[config.mk]
export PLATFORM = sky130hd
export DESIGN_NAME = universal_shift_register_flat
export DESIGN_NICKNAME = d
export VERILOG_FILES = /design/src/rtl/universal_shift_register_if.sv /design/src/rtl/universal_shift_register.sv /design/src/flat_wrapper.sv
export SDC_FILE = /design/constraint.sdc
export NUM_CORES = 1
export LEC_CHECK = 0
export CAP_MARGIN = 20
export CORE_MARGIN = 3
export CORE_UTILIZATION = 48
export CTS_CLUSTER_DIAMETER = 40
export DETAILED_ROUTE_END_ITERATION = 6
export PLACE_DENSITY = 0.81
export SYNTH_ARGS = -nofsm -noshare
export SYNTH_HDL_FRONTEND = slang
export SYNTH_HIERARCHICAL = 1
export SYNTH_SLANG_ARGS = --single-unit
[constraint.sdc]
create_clock -name clk -period 2.6 [get_ports clk]
set_clock_uncertainty 0.15 [all_clocks]
set_input_delay 0.78 -clock clk [delete_from_list [all_inputs] [get_ports clk]]
set_output_delay 0.78 -clock clk [all_outputs]
set_load 0.05 [all_outputs]
[src/rtl/universal_shift_register_if.sv]
// Bus bundle for universal_shift_register: control/data in, register state out.
// Optional rotate control present only when USR_ROTATE_EN is defined.
interface universal_shift_register_if #(
   parameter int WIDTH = 4
);
   localparam int CW = $clog2(WIDTH + 1);

   logic [1:0]       mode;
   logic [WIDTH-1:0] in;
   logic             si_msb;
   logic             si_lsb;
`ifdef USR_ROTATE_EN
   logic             rotate;
`endif
   logic [WIDTH-1:0] out;
   logic             so_lsb;
   logic             so_msb;
   logic [CW-1:0]    shift_count;
   logic             done;

   // Requester side: drives operation, observes register state
   modport master (
`ifdef USR_ROTATE_EN
      output rotate,
`endif
      output mode, in, si_msb, si_lsb,
      input  out, so_lsb, so_msb, shift_count, done
   );

   // Register side
   modport slave (
`ifdef USR_ROTATE_EN
      input  rotate,
`endif
      input  mode, in, si_msb, si_lsb,
      output out, so_lsb, so_msb, shift_count, done
   );
endinterface

[src/rtl/universal_shift_register.sv]
// universal_shift_register: WIDTH-bit register with hold / shift right /
// shift left / parallel load, serial taps at both ends and a saturating
// shift counter with done level. Synchronous active-high reset.
// Optional feature macro: USR_ROTATE_EN (adds rotate control; serial
// inputs replaced by the bit wrapping around from the opposite end).

// One storage bit: picks its next value from itself, its upper neighbour
// (right shift), its lower neighbour (left shift) or the load data.
module usr_bit_cell (
   input  logic       clk,
   input  logic       reset,
   input  logic [1:0] mode,
   input  logic       d_load,
   input  logic       d_hi,
   input  logic       d_lo,
   output logic       q
);
   // Per-bit state update; reset beats every mode
   always_ff @(posedge clk) begin
      if (reset) q <= 1'b0;
      else begin
         case (mode)
            2'b00:   q <= q;
            2'b01:   q <= d_hi;
            2'b10:   q <= d_lo;
            default: q <= d_load;
         endcase
      end
   end
endmodule

module universal_shift_register #(
   parameter int WIDTH = 4,
   localparam int CW   = $clog2(WIDTH + 1)
) (
   input logic                    clk,
   input logic                    reset,
   universal_shift_register_if.slave bus
);
   localparam logic [1:0] M_HOLD  = 2'b00;
   localparam logic [1:0] M_RIGHT = 2'b01;
   localparam logic [1:0] M_LEFT  = 2'b10;
   localparam logic [1:0] M_LOAD  = 2'b11;

   logic [WIDTH-1:0] q;
   logic [CW-1:0]    cnt;
   logic             msb_fill;
   logic             lsb_fill;

   // Bits entering at each end: serial inputs, or the wrapped bit when rotating
`ifdef USR_ROTATE_EN
   always_comb begin
      msb_fill = bus.rotate ? q[0]       : bus.si_msb;
      lsb_fill = bus.rotate ? q[WIDTH-1] : bus.si_lsb;
   end
`else
   always_comb begin
      msb_fill = bus.si_msb;
      lsb_fill = bus.si_lsb;
   end
`endif

   for (genvar i = 0; i < WIDTH; i++) begin : g_bit
      logic d_hi;
      logic d_lo;
      if (i == WIDTH - 1) begin : g_top
         assign d_hi = msb_fill;
      end else begin : g_mid_hi
         assign d_hi = q[i+1];
      end
      if (i == 0) begin : g_bot
         assign d_lo = lsb_fill;
      end else begin : g_mid_lo
         assign d_lo = q[i-1];
      end
      usr_bit_cell u_cell (
         .clk    (clk),
         .reset  (reset),
         .mode   (bus.mode),
         .d_load (bus.in[i]),
         .d_hi   (d_hi),
         .d_lo   (d_lo),
         .q      (q[i])
      );
   end

   // Shift counter: cleared by reset/load, saturates at WIDTH, hold leaves it
   always_ff @(posedge clk) begin
      if (reset) cnt <= '0;
      else begin
         case (bus.mode)
            M_LOAD:         cnt <= '0;
            M_RIGHT,
            M_LEFT:         if (cnt != CW'(WIDTH)) cnt <= cnt + 1'b1;
            M_HOLD:         cnt <= cnt;
            default:        cnt <= cnt;
         endcase
      end
   end

   assign bus.out         = q;
   assign bus.so_lsb      = q[0];
   assign bus.so_msb      = q[WIDTH-1];
   assign bus.shift_count = cnt;
   assign bus.done        = (cnt == CW'(WIDTH));
endmodule

[src/flat_wrapper.sv]
// flat-port wrapper written by rule: the top's interface ports become plain ports
module universal_shift_register_flat 
#(
   parameter int WIDTH = 4,
   localparam int CW   = $clog2(WIDTH + 1)
)
  (clk, reset, bus_mode, bus_in, bus_si_msb, bus_si_lsb, bus_out, bus_so_lsb, bus_so_msb, bus_shift_count, bus_done);
  universal_shift_register_if #(.WIDTH(WIDTH)) bus_i ();
  input logic clk;
  input logic reset;
  input wire logic [$bits(bus_i.mode)-1:0] bus_mode;
  input wire logic [$bits(bus_i.in)-1:0] bus_in;
  input wire logic [$bits(bus_i.si_msb)-1:0] bus_si_msb;
  input wire logic [$bits(bus_i.si_lsb)-1:0] bus_si_lsb;
  output wire logic [$bits(bus_i.out)-1:0] bus_out;
  output wire logic [$bits(bus_i.so_lsb)-1:0] bus_so_lsb;
  output wire logic [$bits(bus_i.so_msb)-1:0] bus_so_msb;
  output wire logic [$bits(bus_i.shift_count)-1:0] bus_shift_count;
  output wire logic [$bits(bus_i.done)-1:0] bus_done;
  assign bus_i.mode = bus_mode;
  assign bus_i.in = bus_in;
  assign bus_i.si_msb = bus_si_msb;
  assign bus_i.si_lsb = bus_si_lsb;
  assign bus_out = bus_i.out;
  assign bus_so_lsb = bus_i.so_lsb;
  assign bus_so_msb = bus_i.so_msb;
  assign bus_shift_count = bus_i.shift_count;
  assign bus_done = bus_i.done;
  universal_shift_register #(.WIDTH(WIDTH)) u_core (.clk(clk), .reset(reset), .bus(bus_i));
endmodule
==> flow_summary.ini <==
[run_status]
outcome = finished clean

[sta]
slew_viol_final = 0
fmax_mhz = 409
rsz0062_at_grt = false
setup_viol = 0
slew_headroom = 0.665
period_needed_ns = 2.45
final.hold.worst_slack_ns = 0.352
tns_ns = 0
worstMarginPinSlew_ns = 0.501
post-route-period-util = 0.941
fin_ws_ns = 0.153
hold_viol = 0

[critical_path]
crit_path_end_kind = primary output
critPathBufInv = 1
max_stage_delay_ns = 0.84
rrSetupSlack_ns = 1.29
reg2reg_from = u_core/bus.shift_count[0]
required_ns = 1.67
cp_top_family = buffers and inverters
critical_path.endpoint = bus_out[1]
critical_path.startpoint = u_core/g_bit[1].u_cell/q
crit_chain = clkdlybuf4s50_1
worstSetupStartpointType = flip-flop
crit_fanout = 4
arrival_ns = 1.52
timing.rr.end = u_core/bus.shift_count[1]
path_class = flip-flop to primary output
worstRegToRegCells = 5
path_depth = 1
critPathSlowestCell = clkdlybuf4s50_1

[cts]
numCtsBuffers = 3
ctsHoldBuffers = 0
cts_buffer_depth = 2
cts_setup_buffers = 0
clock_latency_ns = 0.25
cts_resized = 0
tritoncts = done
clkTransAtPathRegs_ns = 0.05
clockRootBuffer = clkbuf_4
htreeDepth = 1
numClockSinks = 7

[placed_design]
port_buffers = 19
hpwl_um = 958
gp_congestion = 0.698
dpl_worst_slack_ns = 0.0387

[die]
row_count = 12
coreArea_um2 = 1190
io_pins = 20
die_w_um = 42.9
fp.dieH_um = 42.9
dieArea_um2 = 1840
start_util = 0.552

[global_route]
track_usage = 0.155
grt_overflow_total = 0
grt_pass1_vias = 526
grt_max_degree = 10
antenna_found_initial = 0
grt_first_pass_wirelength_um = 2130

[drt]
viasPerCell = 5.18
first_pass_iters = 4
drt-initial-drc-count = 13
wl_per_cell_um = 11.6
ant_nets = 0
vias = 544
route.detailed.drc = 0
totalWireLength_um = 1220

[finish]
multi_input_area_um2 = 417
final_nets = 117
area_delta_synth_final_pct = 30.8
nFillCells = 114
diodes = 0
layout-drive-gt1-share = 0.132
seq_area_um2 = 140

[synth]
synth_cell_types = 14
ys_seq_area_frac = 0.214
async_flop_share = 0
synth_area_leaders = ha_1 (29%), dfxtp_1 (21%), inv_1 (10%), a2111oi_2 (9.2%), a221oi_2 (9.2%)
avgSynthCellArea_um2 = 9.09
synth_common_cells = inv_1 (18), ha_1 (15), dfxtp_1 (7)
synth_top_area_share = 0.287
yosys.area.top_type = ha_1
ys_ff_latch = 7
yosysWarningCount = 6
ys.flop_type = dfxtp_1
synth_cells = 72
synthesis.area_um2 = 654
yosysMostFrequentCell = inv_1
synth_nets = 97
synth_edf_count = 0

[power]
power_density_nw_per_um2 = 432
p_total_mw = 0.370
p_leak_nw = 0.399
vdd_drop_max_mv = 0.274

[flow_run]
cap_violations = 0

[hold_path]
hold_path_class = flip-flop to flip-flop
==> cells in the final DEF (no fill, tap or decap) <==
master and n:
clkdlybuf4s50_1 18, a31o_1 1, inv_1 18, ha_1 15
buf_4 1, nor3_1 4, a211oi_1 1, a21oi_1 3
nand4_1 2, a2111oi_2 4, nand2b_1 4, clkbuf_1 1
o21ai_0 1, a221oi_2 4, dfxtp_1 7, clkbuf_4 3
nand2_1 4
==> metrics by stage <==
stage | utilization | cell area, um2 | instances
2_1_floorplan | - | 654 | 72
5_1_grt | 0.722 | 856 | 105
3_5_place_dp | 0.699 | 830 | 101
6_report | 0.722 | 856 | 105
3_3_place_gp | 0.699 | 830 | 101
4_1_cts | 0.722 | 856 | 105
==> report_power, final <==
group          total [mW]  internal [mW]  switching (mW)
sequential          0.126          0.116          0.0104
combinational       0.144         0.0593          0.0852
clock              0.0989         0.0586          0.0403
==> area by class of cell <==
class | instances | area share
Clock buffer | 4 | 0.0307
Inverter | 18 | 0.0789
Multi-Input combinational cell | 43 | 0.487
Sequential cell | 7 | 0.164
Tap cell | 14 | 0.0205
Timing Repair Buffer | 19 | 0.219
==> layer usage <==
| metal | vias up | GRT usage | share of wire |
|---|---|---|---|
| met2 | 16 | 0.251 | 0.48 |
| met5 | - | 0 | 0 |
| met4 | 0 | 0.0373 | 0.0041 |
| met3 | 2 | 0.0763 | 0.080 |
| met1 | 243 | 0.180 | 0.44 |
| li1 | 283 | - | - |
==> logic make-up after synthesis <==
| logic type | count (synthesis) | synth area share |
|---|---|---|
| adders and majority gates | 15 | 0.287 |
| DFF | 7 | 0.214 |
| buffers and inverters | 22 | 0.149 |
| and+or+nand+nor | 14 | 0.111 |
| AOI/OAI and AO/OA | 14 | 0.239 |
==> worst min-delay path by stage <==
stage,slack (ns),start,end,depth (start not counted)
detailed placement,0.34,u_core/bus.shift_count[0],u_core/bus.shift_count[0],2
CTS,0.35,u_core/bus.shift_count[0],u_core/bus.shift_count[0],2
finish,0.35,u_core/bus.shift_count[0],u_core/bus.shift_count[0],2
floorplan,0.35,u_core/g_bit[1].u_cell/q,u_core/g_bit[1].u_cell/q,2
global route,0.38,u_core/bus.shift_count[0],u_core/bus.shift_count[0],2
global placement,0.33,u_core/bus.shift_count[1],u_core/bus.shift_count[1],2
==> state kept, by name (all words and copies together) (netlist names) <==
register                flops
u_core/g_bit.u_cell/q       4
u_core/bus.shift_count      3
(Power assumes the default switching activity.)
